File: config.mk
export PLATFORM = sky130hd
export DESIGN_NAME = array_eyeriss_ctrl_flat
export DESIGN_NICKNAME = d
export VERILOG_FILES = /design/src/rtl/array_eyeriss_ctrl_if.sv /design/src/rtl/array_eyeriss_ctrl.sv /design/src/flat_wrapper.sv
export SDC_FILE = /design/constraint.sdc
export NUM_CORES = 1
export LEC_CHECK = 0
export BUFFER_PORTS_ARGS = -buffer_cell sky130_fd_sc_hd__buf_4
export CAP_MARGIN = 20
export CORE_UTILIZATION = 48
export DETAILED_ROUTE_END_ITERATION = 8
export PLACE_DENSITY_LB_ADDON = 0.08
export SLEW_MARGIN = 20
export SYNTH_ARGS = -nofsm -noshare
export SYNTH_HDL_FRONTEND = slang
export SYNTH_SLANG_ARGS = --single-unit
export TNS_END_PERCENT = 50
File: constraint.sdc
create_clock -name clk -period 2.35 [get_ports clk]
set_clock_uncertainty 0.15 [all_clocks]
set_input_delay 0.1175 -clock clk [delete_from_list [all_inputs] [get_ports clk]]
set_output_delay 0.1175 -clock clk [all_outputs]
set_load 0.02 [all_outputs]
File: src/rtl/array_eyeriss_ctrl_if.sv
// Control bus between the Eyeriss array sequencer and the PE array, its
// ifm/weight buffers and the ofm collector.
//   start/cfg_steps : run request and step count, driven by the host
//   busy/done       : run status
//   en_i/clr_i/mac_done/ifm_rd : per-row input-side strobes (skewed)
//   en_w/clr_w/wght_rd         : per-column weight load strobes
//   en_o/clr_o/ofm_vld/ofm_row : per-column output drain strobes
interface array_eyeriss_ctrl_if #(
  parameter int HEIGHT = 12,
  parameter int WIDTH  = 14,
  parameter int SWIDTH = 8
);
  localparam int RW = (HEIGHT > 1) ? $clog2(HEIGHT) : 1;

  logic              start;
  logic [SWIDTH-1:0] cfg_steps;
  logic              busy;
  logic              done;
  logic [HEIGHT-1:0] en_i;
  logic [HEIGHT-1:0] clr_i;
  logic [HEIGHT-1:0] mac_done;
  logic [HEIGHT-1:0] ifm_rd;
  logic [WIDTH-1:0]  en_w;
  logic [WIDTH-1:0]  clr_w;
  logic              wght_rd;
  logic [WIDTH-1:0]  en_o;
  logic [WIDTH-1:0]  clr_o;
  logic              ofm_vld;
  logic [RW-1:0]     ofm_row;

  modport master (
    input  start, cfg_steps,
    output busy, done, en_i, clr_i, mac_done, ifm_rd,
           en_w, clr_w, wght_rd, en_o, clr_o, ofm_vld, ofm_row
  );

  modport slave (
    output start, cfg_steps,
    input  busy, done, en_i, clr_i, mac_done, ifm_rd,
           en_w, clr_w, wght_rd, en_o, clr_o, ofm_vld, ofm_row
  );
endinterface

File: src/rtl/array_eyeriss_ctrl.sv
// Sequencer for the HEIGHT x WIDTH binary-serial PE array.
// A run is CLR -> WLOAD -> STREAM -> DRAIN -> DONE. Every strobe is a
// registered decode of the state/counter, so outputs trail the state by one
// cycle. Row strobes are produced once for row 0 and then skewed down the
// rows through a one-register-per-row chain (row h = row 0 delayed h cycles).
// Ports:
//   clk, rst : clock, synchronous active-high reset
//   bus      : control bus (master side), see array_eyeriss_ctrl_if

// One skew stage: registers the row strobes handed down from the row above.
module array_eyeriss_lane (
  input  logic clk,
  input  logic rst,
  input  logic en_in,
  input  logic rd_in,
  input  logic md_in,
  output logic en_q,
  output logic rd_q,
  output logic md_q
);
  always_ff @(posedge clk) begin
    if (rst) begin
      en_q <= 1'b0;
      rd_q <= 1'b0;
      md_q <= 1'b0;
    end else begin
      en_q <= en_in;
      rd_q <= rd_in;
      md_q <= md_in;
    end
  end
endmodule

module array_eyeriss_ctrl #(
  parameter int HEIGHT = 12,
  parameter int WIDTH  = 14,
  parameter int IWIDTH = 8,
  parameter int SWIDTH = 8
) (
  input  logic clk,
  input  logic rst,
  array_eyeriss_ctrl_if.master bus
);
  localparam int RW = (HEIGHT > 1) ? $clog2(HEIGHT) : 1;
  localparam int PW = (IWIDTH > 1) ? $clog2(IWIDTH) : 1;
  // Longest phase is STREAM at S = 2^SWIDTH-1; sized so it never wraps.
  localparam int CW = $clog2(((2**SWIDTH) - 1) * IWIDTH + HEIGHT) + 1;

  typedef enum logic [2:0] {IDLE, CLR, WLOAD, STREAM, DRAIN, DONE} state_t;

  state_t            state, state_nx;
  logic [CW-1:0]     cnt;
  logic [SWIDTH-1:0] steps;
  logic [PW-1:0]     ph;
  logic [CW-1:0]     mac_len;
  logic [CW-1:0]     stream_last;

  assign mac_len     = CW'(steps) * CW'(IWIDTH);
  assign stream_last = mac_len + CW'(HEIGHT - 2);

  // next-state
  always_comb begin
    state_nx = state;
    case (state)
      IDLE:    if (bus.start) state_nx = CLR;
      CLR:     state_nx = WLOAD;
      WLOAD:   if (cnt == CW'(HEIGHT - 1)) state_nx = STREAM;
      STREAM:  if (cnt == stream_last)     state_nx = DRAIN;
      DRAIN:   if (cnt == CW'(HEIGHT - 1)) state_nx = DONE;
      DONE:    state_nx = IDLE;
      default: state_nx = IDLE;
    endcase
  end

  always_ff @(posedge clk) begin
    if (rst) begin
      state <= IDLE;
      cnt   <= '0;
      steps <= '0;
      ph    <= '0;
    end else begin
      state <= state_nx;
      // counter is the offset within the current phase
      if (state == IDLE || state_nx != state) cnt <= '0;
      else                                    cnt <= cnt + CW'(1);
      if (state == IDLE && bus.start)
        steps <= (bus.cfg_steps == '0) ? SWIDTH'(1) : bus.cfg_steps;
      // bit-serial phase of row 0, restarts on every STREAM entry
      if (state == STREAM) ph <= (ph == PW'(IWIDTH - 1)) ? '0 : ph + PW'(1);
      else                 ph <= '0;
    end
  end

  // row 0 strobes before the skew chain
  logic s_en, s_rd, s_md;
  assign s_en = (state == STREAM) && (cnt < mac_len);
  assign s_rd = s_en && (ph == '0);
  assign s_md = s_en && (ph == PW'(IWIDTH - 1));

  logic [HEIGHT-1:0] en_q, rd_q, md_q;
  logic [HEIGHT-1:0] en_src, rd_src, md_src;

  generate
    if (HEIGHT > 1) begin : g_chain
      assign en_src = {en_q[HEIGHT-2:0], s_en};
      assign rd_src = {rd_q[HEIGHT-2:0], s_rd};
      assign md_src = {md_q[HEIGHT-2:0], s_md};
    end else begin : g_single
      assign en_src = s_en;
      assign rd_src = s_rd;
      assign md_src = s_md;
    end
    for (genvar h = 0; h < HEIGHT; h++) begin : g_row
      array_eyeriss_lane u_lane (
        .clk   (clk),
        .rst   (rst),
        .en_in (en_src[h]),
        .rd_in (rd_src[h]),
        .md_in (md_src[h]),
        .en_q  (en_q[h]),
        .rd_q  (rd_q[h]),
        .md_q  (md_q[h])
      );
    end
  endgenerate

  assign bus.en_i     = en_q;
  assign bus.ifm_rd   = rd_q;
  assign bus.mac_done = md_q;

  // column / status strobes
  always_ff @(posedge clk) begin
    if (rst) begin
      bus.busy    <= 1'b0;
      bus.done    <= 1'b0;
      bus.clr_i   <= '0;
      bus.clr_w   <= '0;
      bus.clr_o   <= '0;
      bus.en_w    <= '0;
      bus.wght_rd <= 1'b0;
      bus.en_o    <= '0;
      bus.ofm_vld <= 1'b0;
      bus.ofm_row <= '0;
    end else begin
      bus.busy    <= (state != IDLE);
      bus.done    <= (state == DONE);
      bus.clr_i   <= {HEIGHT{state == CLR}};
      bus.clr_w   <= {WIDTH{state == CLR}};
      bus.clr_o   <= {WIDTH{state == CLR}};
      bus.en_w    <= {WIDTH{state == WLOAD}};
      bus.wght_rd <= (state == WLOAD);
      bus.en_o    <= {WIDTH{state == DRAIN}};
      bus.ofm_vld <= (state == DRAIN);
      // rows leave the array bottom-first
      bus.ofm_row <= (state == DRAIN) ? (RW'(HEIGHT - 1) - cnt[RW-1:0]) : '0;
    end
  end
endmodule

File: src/flat_wrapper.sv
// flat-port wrapper written by rule: the top's interface ports become plain ports
module array_eyeriss_ctrl_flat 
#(
  parameter int HEIGHT = 12,
  parameter int WIDTH  = 14,
  parameter int IWIDTH = 8,
  parameter int SWIDTH = 8
)
  (clk, rst, bus_start, bus_cfg_steps, bus_busy, bus_done, bus_en_i, bus_clr_i, bus_mac_done, bus_ifm_rd, bus_en_w, bus_clr_w, bus_wght_rd, bus_en_o, bus_clr_o, bus_ofm_vld, bus_ofm_row);
  array_eyeriss_ctrl_if #(.HEIGHT(HEIGHT), .WIDTH(WIDTH), .SWIDTH(SWIDTH)) bus_i ();
  input  logic clk;
  input  logic rst;
  input wire logic [$bits(bus_i.start)-1:0] bus_start;
  input wire logic [$bits(bus_i.cfg_steps)-1:0] bus_cfg_steps;
  output wire logic [$bits(bus_i.busy)-1:0] bus_busy;
  output wire logic [$bits(bus_i.done)-1:0] bus_done;
  output wire logic [$bits(bus_i.en_i)-1:0] bus_en_i;
  output wire logic [$bits(bus_i.clr_i)-1:0] bus_clr_i;
  output wire logic [$bits(bus_i.mac_done)-1:0] bus_mac_done;
  output wire logic [$bits(bus_i.ifm_rd)-1:0] bus_ifm_rd;
  output wire logic [$bits(bus_i.en_w)-1:0] bus_en_w;
  output wire logic [$bits(bus_i.clr_w)-1:0] bus_clr_w;
  output wire logic [$bits(bus_i.wght_rd)-1:0] bus_wght_rd;
  output wire logic [$bits(bus_i.en_o)-1:0] bus_en_o;
  output wire logic [$bits(bus_i.clr_o)-1:0] bus_clr_o;
  output wire logic [$bits(bus_i.ofm_vld)-1:0] bus_ofm_vld;
  output wire logic [$bits(bus_i.ofm_row)-1:0] bus_ofm_row;
  assign bus_i.start = bus_start;
  assign bus_i.cfg_steps = bus_cfg_steps;
  assign bus_busy = bus_i.busy;
  assign bus_done = bus_i.done;
  assign bus_en_i = bus_i.en_i;
  assign bus_clr_i = bus_i.clr_i;
  assign bus_mac_done = bus_i.mac_done;
  assign bus_ifm_rd = bus_i.ifm_rd;
  assign bus_en_w = bus_i.en_w;
  assign bus_clr_w = bus_i.clr_w;
  assign bus_wght_rd = bus_i.wght_rd;
  assign bus_en_o = bus_i.en_o;
  assign bus_clr_o = bus_i.clr_o;
  assign bus_ofm_vld = bus_i.ofm_vld;
  assign bus_ofm_row = bus_i.ofm_row;
  array_eyeriss_ctrl #(.HEIGHT(HEIGHT), .WIDTH(WIDTH), .IWIDTH(IWIDTH), .SWIDTH(SWIDTH)) u_core (.clk(clk), .rst(rst), .bus(bus_i));
endmodule
* After elaboration in Yosys (flattened, before gate mapping) *
Cells that the tools add are included.

storage, ports and cells
  bits in registers = 75

operators by class
  add/sub/neg operators = 4
  $lt $le $gt $ge = 1
  equality and inequality tests = 9
  muxes and demuxes = 6
  bitwise operators = 2
  reduce and logical (&&, ||, !) cells = 12

operators by type and width
  cell                   count
  $pmux 3 s5             1
  $add 13x1->13 const B  1
  $eq 13x13->1           1
  $eq 13x4->1 const B    1
  $lt 13x11->1           1
  $add 11x4->12 const B  1
  $mux 3                 4
  $eq 3x3->1 const B     3
  $logic_not 8->1        1
  $mux 8                 1
  $eq 3x2->1 const B     2
  $logic_not 3->1        2
  $logic_and 1x1->1      4
  $reduce_or 2->1        2
  $sub 4x4->4 const A    1
  $add 3x1->3 const B    1
  $eq 3x1->1 const B     1
  $ne 3x3->1             1
  $reduce_bool 3->1      1
  $reduce_or 3->1        1
  $not 1->1              2
  $logic_or 1x1->1       1

* Depth between registers and ports, before layout *
Gate-level depths: netlist (run 1).

  depth after elaboration = 7
  gate-level depth with buffers = 8
  gate-level depth less buffers = 7

* Cells and area by module *
Synthesis (run 1) repeated with hierarchy kept, for this count alone.

unflattened totals
  cell total of the unflattened synthesis = 395
  area total of the unflattened synthesis = 3653.5 sq um

modules (own cells, without submodules)
  module              instances  cells each  area an instance (sq um)  sequential area each (sq um)
  array_eyeriss_ctrl  1          323         2707.6                    720.7
  array_eyeriss_lane  12         6           78.8                      60.1

* Least setup slack after synthesis (run 1) *
No wires, ideal clock.

  path kind = reg2reg
  from = reg u_core.steps[0]
  to = reg u_core.cnt[5]
  library setup time = 150 ps
  arrival time = 1699 ps
  path slack = 351 ps
  cell stages (with the launch flop) = 8
  path buffers = 1
  clock period less this slack = 1999 ps
  cell sequence = dfxtp_1 -> ha_1 -> nor2b_1 -> or4b_4 -> nand3_2 -> o311a_4 -> buf_8 -> a311oi_1

between the ends
  cells in the longest elaborated chain, start to end = 7

ends and longest elaborated chain
  what                              RTL line                  RTL
  from (decl)                       array_eyeriss_ctrl.sv:53  logic [SWIDTH-1:0] steps;
  from (signal assigned)            array_eyeriss_ctrl.sv:87  steps <= (bus.cfg_steps == '0) ? SWIDTH'(1) : bus.cfg_steps;
  $add 11x4->12                     array_eyeriss_ctrl.sv:59  assign stream_last = mac_len + CW'(HEIGHT - 2);
  $eq 13x13->1                      array_eyeriss_ctrl.sv:68  STREAM: if (cnt == stream_last) state_nx = DRAIN;
  $mux 3                            array_eyeriss_ctrl.sv:68
  $pmux 3 s5                        array_eyeriss_ctrl.sv:64  case (state)
  $ne 3x3->1                        array_eyeriss_ctrl.sv:84  if (state == IDLE || state_nx != state) cnt <= '0;
  $logic_or 1x1->1                  array_eyeriss_ctrl.sv:84
  $reduce_or 2->1 (no source line)  --
  to (signal assigned)              array_eyeriss_ctrl.sv:85  else cnt <= cnt + CW'(1);
  to (decl)                         array_eyeriss_ctrl.sv:52  logic [CW-1:0] cnt;

Every way passes these cells.
A chain may end at the register's enable or synchronous reset.

* Worst setup path in the final report (run 1) *
  from = reg u_core.steps[0]
  to = reg u_core.cnt[8]

Same word-level chain as after synthesis.

==> results.md, run 1 <==
- Of the cells placed in the final design, the portion with a size suffix greater than 1 is 0.345.
- The slew at the pin with the worst max-slew slack is 0.482 ns.
- The sort of element at the start of the critical path is a flip-flop.
- The chip width is 90.0 um.
- The first detailed-routing pass took 4 iterations.
- The initial utilization of the core area, before any placement, comes to 0.505.
- Setup violations remaining at the end of the flow were counted as 0.
- The hold buffer count at cts is 8.
- The detail route stage leaves a number of antenna-violating nets equal to 0.
- The routability congestion estimate from global placement is 0.844.
- The count of pins on the block boundary is 123.
- The maximum number of pins on one net before global-route repair is 50.
- The power density over the cells is 585 nW/um2.
- In this design, the stage delay of the slowest critical-path cell is 0.42 ns.
- The main combinational cell family by area after synthesis is buffers and inverters.
- The source of the worst hold timing path is rst.
- For this run, design rule violations remaining after detail routing come to 0.
- The first global-routing pass estimated 12400 um of wire.
- The average instance in the mapped netlist occupies 9.19 um2.
- Of the total synthesized cell area, the portion taken by XOR and XNOR cells is 0.0377.
- The first routing iteration left 169 violations.
- The critical path starts at u_core.steps[0].
- The H-tree was split into 3 levels.
- The number of gates given a new drive strength after cts is 0.
- In the layout the commonest cells are 128 x sky130_fd_sc_hd__buf_4, 72 x sky130_fd_sc_hd__dfxtp_1, 36 x sky130_fd_sc_hd__nor2b_1.
- The total number of clock tree sinks is 72.
- The final max-slew violation count came to 0.
- The sum of internal, switching and leakage power is 2.47 mW.
- The worst pin sits at a relative slew slack of 0.679.
- The most common library cell in the layout ignoring fill and taps is sky130_fd_sc_hd__buf_4.
- The worst hold path was traced through 2 stages.
- The per-cell routed wire length is 13.9 um.
- The TritonCTS clock tree is built.
- The number of global-route vias before repair is 2388.
- Dividing the final minimum period by the clock period gives 0.914.
- The worst hold path belongs to the class input pin to flip-flop.
- The utilization after layout is 0.573.
- Signal routing reaches up to met4.
- The total via count after detailed routing is 2651.
- From synthesis to final layout, the design area changed by 13.4%.
- Adding up every negative setup slack in the final design gives 0 ns.
- The total leakage power is 1.85 nW.
- For the worst setup path, the data required time is 2.41 ns.
- The standard cell core area is 7370 um2.
- After synthesis, the netlist uses 48 different library cells.
- The share of the Yosys chip area taken by registers is 0.387.
- The number of port buffers is 122.
- The floorplan step defined a die boundary enclosing 8110 um2.
- The sum of net half-perimeters after detailed placement is 5360 um.
- After technology mapping, the gate count stands at 405.
- The number of flops mapped to enable cells by yosys is 0.
- The largest fanout of any net on the critical path is 15.
- Timing would allow up to 465 MHz.
- The portion of synthesized area spent on multiplexers is 0.00269.
- The insertion delay to the later sink of the worst-skew pair is 0.34 ns.
- The detailed-route wire length is 7470 um.
- Detailed routing placed a total of 617 um of wire on met3.
- The global routing usage summed across all routing layers is 0.191.
- Clock tree synthesis selected as its root buffer the cell sky130_fd_sc_hd__clkbuf_8.
- The final hold violation count is 0.
- The arrival time at the worst endpoint is 2.21 ns.
- The worst register-to-register path begins at u_core.steps[0].
- The synthesis warning total is 0.
- For this run, the leading register cell type out of synthesis is sky130_fd_sc_hd__dfxtp_1.
- The synthesized netlist occupies a cell area of 3720 um2.
- The floorplan step set the die height to 90.0 um.
- The worst-case reg-to-reg path depth is 6.
- The longest clock path from root to sink contains 2 buffers.
- The basic-gate share of the synthesized area counting and, or, nand and nor cells is 0.184.
- In the synthesized netlist the async set-or-reset flop fraction comes to 0.
- The flow ran to the end, and the final reports show no timing, DRC or antenna violations.
- The type of element capturing the critical path is a flip-flop.
- The fraction of the mapped netlist area in compound gates is 0.0911.
- The flip-flop and latch count after synthesis is 72.
- Clock-pin slew was measured on the worst setup and hold paths at 0.09 ns.
- Once placement finished, the instance area stood at 3960 um2.
- The repair_antennas step left the layout with diodes totalling 0.
- The peak ir drop on the vdd network is 314 uV.
- The filler cell count is 705.
- The number of antenna violations at the first check in global routing was 0.
- Setup repair after global routing left no endpoint under its margin.
- The routed length on met1 is 3300 um.
- The total overflow left after global routing is 0.
- The final-stage net count is 462.
- The worst hold slack is 0.0681 ns.
- The total nets after synthesis is 432.
- The critical path in this run is classified as flip-flop to flip-flop.
- Traced cell by cell, the critical path runs through ha_1 -> or3b_1 -> a211o_1 -> nand3_2 -> o311a_4 -> a311oi_1.
- The finished cells cover 4220 um2.
- The average vias per placed instance is 4.92.
- On the critical path, the stage with the largest delay is an instance of sky130_fd_sc_hd__dfxtp_1.
- The count of buffers added by post-CTS timing repair for setup is 0.
- Across the run, the number of max-cap violations was 0.
- The fraction of the mapped netlist area in adder cells is 0.0538.
- The total number of placement rows is 31.
- Detailed routing placed a total of 3490 um of wire on met2.
- The total CTS buffers is 9.
- The shortest clock period the worst path allows after layout is 2.15 ns.
==> Yosys cell counts (2+ instances only) <==
master                     number  area, um2
sky130_fd_sc_hd__nor2b_1       36        225
sky130_fd_sc_hd__nor3_1         8       40.0
sky130_fd_sc_hd__and3_1         5       31.3
sky130_fd_sc_hd__nor2_1        12       45.0
sky130_fd_sc_hd__nand2b_1       5       31.3
sky130_fd_sc_hd__or3_1          3       18.8
sky130_fd_sc_hd__buf_4        104        781
sky130_fd_sc_hd__a211oi_1       4       30.0
sky130_fd_sc_hd__xnor2_1       11       96.3
sky130_fd_sc_hd__a311oi_1      11       96.3
sky130_fd_sc_hd__ha_1          16        200
sky130_fd_sc_hd__nand3_1        7       35.0
sky130_fd_sc_hd__nand2_1       25       93.8
sky130_fd_sc_hd__clkbuf_1       8       30.0
sky130_fd_sc_hd__o21a_1         2       15.0
sky130_fd_sc_hd__inv_1         15       56.3
sky130_fd_sc_hd__dfxtp_1       72       1440
sky130_fd_sc_hd__a21oi_1       13       65.1
sky130_fd_sc_hd__nor4_1         8       50.1
sky130_fd_sc_hd__buf_2          2       10.0
sky130_fd_sc_hd__xor2_1         5       43.8
sky130_fd_sc_hd__nand4_1        3       18.8
sky130_fd_sc_hd__and2_1         2       12.5
sky130_fd_sc_hd__o21ai_0        4       20.0
==> report_power, final <==
group | leakage [nW] | internal, mW | switching, mW | total (mW)
logic | 1.18 | 0.123 | 0.164 | 0.287
clock network | 0.0888 | 0.403 | 0.512 | 0.915
registers | 0.582 | 1.24 | 0.0303 | 1.27
total | 1.85 | 1.76 | 0.706 | 2.47
==> worst max-delay path, delay by kind of cell, from the launching register on <==
| family | cells | cell delay, ns |
|---|---|---|
| AO/OA/AOI/OAI | 3 | 0.75 |
| adder cells (fa/ha/maj) | 1 | 0.24 |
| flip-flops | 1 | 0.42 |
| AND/OR/NAND/NOR | 2 | 0.44 |
==> path summary, 6_finish.rpt <==
path | end | slack [ns]
setup / recovery | u_core.cnt[8] | 0.20
setup reg to reg | u_core.cnt[8] | 0.20
hold reg to reg | u_core.g_row[2].u_lane.rd_q | 0.31
hold / removal | u_core.g_row[2].u_lane.rd_q | 0.07
==> cell type report <==
class / instances / area, um2 / share of cell area
sequential: 72 / 1440 / 0.342
timing repair buffer: 136 / 1040 / 0.247
inverter: 15 / 56.3 / 0.0133
tap: 99 / 124 / 0.0294
clock inverter: 7 / 61.3 / 0.0145
multi-input combinational: 201 / 1370 / 0.325
clock buffer: 9 / 124 / 0.0294
==> registers in the layout, indices dropped and copies added (netlist names) <==
name and cells:
u_core.bus.busy 1, u_core.bus.clr_w 1, u_core.bus.done 1, u_core.bus.ofm_row 4, u_core.bus.ofm_vld 1, u_core.bus.wght_rd 1
u_core.cnt 13, u_core.g_row.u_lane.en_q 12, u_core.g_row.u_lane.md_q 12, u_core.g_row.u_lane.rd_q 12, u_core.ph 3, u_core.state 3
u_core.steps 8
==> per-layer routing <==
layer | vias up | track usage
li1 | 1322 | -
met1 | 1211 | 0.237
met2 | 113 | 0.316
met3 | 5 | 0.0525
met4 | 0 | 0.0726
met5 | - | 0
==> logic make-up after synthesis <==
logic type / count (synthesis)
AO/OA/AOI/OAI: 45
XOR/XNOR: 16
adder cells (fa/ha/maj): 16
buffers and inverters: 132
flip-flops: 72
multiplexers: 1
AND/OR/NAND/NOR: 123
==> stage by stage <==
stage	cells	worst slack [ns]
2_1_floorplan	405	0.351
3_3_place_gp	515	0.319
3_5_place_dp	515	0.233
4_1_cts	539	0.183
5_1_grt	539	0.0229
6_report	539	0.201
Power figures use the tool's default switching activity.
==> run 2, diff against run 1 <==
--- a/config.mk
+++ b/config.mk
@@ -7,7 +7,7 @@
 export LEC_CHECK = 0
 export BUFFER_PORTS_ARGS = -buffer_cell sky130_fd_sc_hd__buf_4
 export CAP_MARGIN = 20
-export CORE_UTILIZATION = 48
+export CORE_UTILIZATION = 51
 export DETAILED_ROUTE_END_ITERATION = 8
 export PLACE_DENSITY_LB_ADDON = 0.08
 export SLEW_MARGIN = 20
==> results.md, run 2 (synthesized netlist as in run 1, its figures left out) <==
- The slew at the pin with the worst max-slew slack is 0.484 ns (was 0.482 ns).
- The startpoint of the most critical setup path is bus_cfg_steps[5] (was u_core.steps[0]).
- The detailed-route wire length is 7640 um (was 7470 um).
- The number of max-cap violations was 0 (unchanged).
- The sort of element at the start of the critical path is an input pin (was flip-flop).
- The maximum number of pins on one net before global-route repair is 50 (unchanged).
- The upper clock frequency limit is 433 MHz (was 465 MHz).
- The residual DRC count came to 0 (unchanged).
- The number of iterations in the first detailed-routing pass came to 4 (unchanged).
- The dominant delay contributor by cell family on the critical path is buffers and inverters (was compound AO/OA/AOI/OAI gates).
- The final sum of negative setup slack is 0 ns (unchanged).
- The fraction of met3 tracks used by global routing is 0.0313 (was 0.0525).
- The number of antenna violations at the first check in global routing is 0 (unchanged).
- The chip width is 87.4 um (was 90.0 um).
- The worst path required time was 2.48 ns (was 2.41 ns).
- The fraction of layout cells with a size suffix above 1 was 0.351 (was 0.345).
- The wire length of the first global-routing pass is 11600 um (was 12400 um).
- The minimum setup slack after placement is 0.232 ns (was 0.233 ns).
- The H-tree level count came to 3 (unchanged).
- The highest-utilization routing layer at the global route stage is met2 (unchanged).
- The count of pins on the block boundary is 123 (unchanged).
- The effective utilization at floorplan is 0.539 (was 0.505).
- The per-cell routed wire length was 14.2 um (was 13.9 um).
- The total of endpoints with negative setup slack in the final report is 0 (unchanged).
- The area growth from synthesis to final layout came to 13.7% (was 13.4%).
- Unrepaired setup endpoints after global routing: false (unchanged).
- The peak ir drop on the vdd network is 340 uV (was 314 uV).
- The global-route congestion overflow total is 0 (unchanged).
- The source of the worst hold timing path is rst (unchanged).
- The antenna violation net count after detailed routing is 0 (unchanged).
- The power density over the cells is 577 nW/um2 (was 585 nW/um2).
- The insertion delay to the later sink of the worst-skew pair came to 0.35 ns (was 0.34 ns).
- The final max-slew violation count is 0 (unchanged).
- The total CTS buffers is 9 (unchanged).
- The type of element capturing the critical path is a flip-flop (unchanged).
- The total number of placement rows is 30 (was 31).
- The global routing usage on met1 is 0.261 (was 0.237).
- Result of the run: completed (unchanged).
- The count of buffering cells on the critical path with inverters included is 3 (was 0).
- The number of global-route vias before repair was 2252 (was 2388).
- The final hold violation count came to 0 (unchanged).
- The shortest clock period the worst path allows after layout is 2.31 ns (was 2.15 ns).
- The sum of net half-perimeters after detailed placement is 5280 um (was 5360 um).
- The average vias per placed instance is 4.90 (was 4.92).
- The top register by number of flip-flops is u_core.cnt (unchanged).
- The maximum count of clock buffers along a single path came to 2 (unchanged).
- The library cell appearing most often on the critical path is sky130_fd_sc_hd__dlygate4sd3_1.
- The die boundary height came to 87.4 um (was 90.0 um).
- The filler cell count is 615 (was 705).
- The arrival time at the worst endpoint came to 2.44 ns (was 2.21 ns).
- The standard cell core area is 6910 um2 (was 7370 um2).
- The critical path's slowest cell is sky130_fd_sc_hd__dlygate4sd3_1 (was sky130_fd_sc_hd__dfxtp_1).
- The global routing usage summed across all routing layers was 0.202 (was 0.191).
- The reg-to-reg startpoint was u_core.state[1] (was u_core.steps[0]).
- The number of port buffers is 122 (unchanged).
- The total number of clock tree sinks was 72 (unchanged).
- The number of flip-flops under the largest register name is 13 (unchanged).
- The routability congestion estimate from global placement is 0.893 (was 0.844).
- The relative max-transition margin came to 0.677 (was 0.679).
- The most common library cell in the layout ignoring fill and taps is sky130_fd_sc_hd__buf_4 (unchanged).
- The stage delay of the slowest cell on the critical path came to 0.60 ns (was 0.42 ns).
- The floorplan die area is 7640 um2 (was 8110 um2).
- The TritonCTS clock tree was built (unchanged).
- The antenna diode instance count is 0 (unchanged).
- The sum of internal, switching and leakage power is 2.44 mW (was 2.47 mW).
- The total leakage power is 1.85 nW (about the same).
- The total placed cells including tap cells was 512 (was 515).
- The met2 track utilization from global routing came to 0.333 (was 0.316).
- The final-stage net count is 463 (was 462).
- Commonest cells after routing, fill and taps aside: 128 x sky130_fd_sc_hd__buf_4, 72 x sky130_fd_sc_hd__dfxtp_1, 36 x sky130_fd_sc_hd__nor2b_1 (unchanged).
- Worst path cell trace: dlygate4sd3_1 -> buf_4 -> or4_1 -> o41ai_2 -> o22ai_1 -> dlygate4sd3_1 -> nor2_1 (was ha_1 -> or3b_1 -> a211o_1 -> nand3_2 -> o311a_4 -> a311oi_1).
- The number of violations reported at the end of detailed-routing iteration 0 is 151 (was 169).
- The class of the tightest hold or removal check is input pin to flip-flop (unchanged).
- The share of the clock period used by the worst path is 0.983 (was 0.914).
- The total via count after detailed routing is 2633 (was 2651).
- The clock transition at the register clock pins on the worst setup and hold paths after CTS came to 0.08 ns (was 0.09 ns).
- The category of the most critical setup path is input pin to flip-flop (was flip-flop to flip-flop).
- The root buffer cell is sky130_fd_sc_hd__clkbuf_8 (unchanged).
- The largest fanout of any net on the critical path is 2 (was 15).
- The final worst-path setup slack came to 0.0401 ns (was 0.201 ns).
- The post-layout instance count excluding filler cells is 537 (was 539).
==> run 2: cell count changes in the layout (fill, tap and decap cells not counted), sizes merged <==
| cell | previous run | this run |
|---|---|---|
| clkbuf | 9 | 10 |
| clkinv | 1 | 2 |
| clkinvlp | 2 | 3 |
| dlygate4sd3 | 8 | 9 |
| inv | 19 | 16 |
==> run 2: layout make-up <==
class | count | area, um2 | share of cell area
clock inverter | 6 | 45.0 | 0.0106
inverter | 15 | 56.3 | 0.0133
tap | 96 | 120 | 0.0284
clock buffer | 10 | 128 | 0.0302
sequential | 72 | 1440 | 0.341
timing repair buffer | 137 | 1050 | 0.248
multi-input combinational | 201 | 1390 | 0.328
==> run 2: through the flow <==
stage | hold slack (ns) | util | instance area, um2
after global routing | 0.0870 | 0.613 | 4230
after CTS | 0.0736 | 0.610 | 4210
final | 0.0684 | 0.613 | 4230
after floorplan | 0.103 | - | 3720
after global placement | 0.215 | 0.572 | 3950
after detailed placement | 0.218 | 0.572 | 3950
==> run 2: where the power goes <==
| part | leakage, nW | internal [mW] | total (mW) | switching, mW |
|---|---|---|---|---|
| clock | 0.0789 | 0.387 | 0.877 | 0.490 |
| sequential | 0.582 | 1.24 | 1.26 | 0.0265 |
| combinational | 1.19 | 0.127 | 0.300 | 0.172 |
| total | 1.85 | 1.75 | 2.44 | 0.689 |
==> run 2: repair_timing <==
item | CTS | global route
hold buffers | 9 | 0
endpoints found under the setup margin | 0 | 10
buffers inserted | 0 | 0
gates resized for setup | 0 | 4
endpoints found under the hold margin | 8 | 0
==> run 2: routing by layer <==
layer / wire [um] / share of wire / up-vias
met2: 3700 / 0.48 / 118
met4: 78 / 0.010 / 0
met5: 0 / 0 / -
met1: 3370 / 0.44 / 1188
met3: 501 / 0.066 / 8
li1: - / - / 1319
==> run 2: worst paths after layout <==
check                           endpoint  slack, ns  depth (start not counted)
max                      u_core.steps[0]       0.04                          7
min          u_core.g_row[9].u_lane.md_q       0.07                          2
max reg2reg              u_core.steps[0]       0.14                          6
min reg2reg  u_core.g_row[7].u_lane.rd_q       0.31                          1
==> run 2: worst reg2reg max path, stage by stage, from the launching register on <==
cell,delay [ns]
sky130_fd_sc_hd__dfxtp_1,0.43
sky130_fd_sc_hd__nor3_2,0.27
sky130_fd_sc_hd__and2_2,0.31
sky130_fd_sc_hd__o41ai_2,0.12
sky130_fd_sc_hd__o22ai_1,0.16
sky130_fd_sc_hd__dlygate4sd3_1,0.61
sky130_fd_sc_hd__nor2_1,0.05
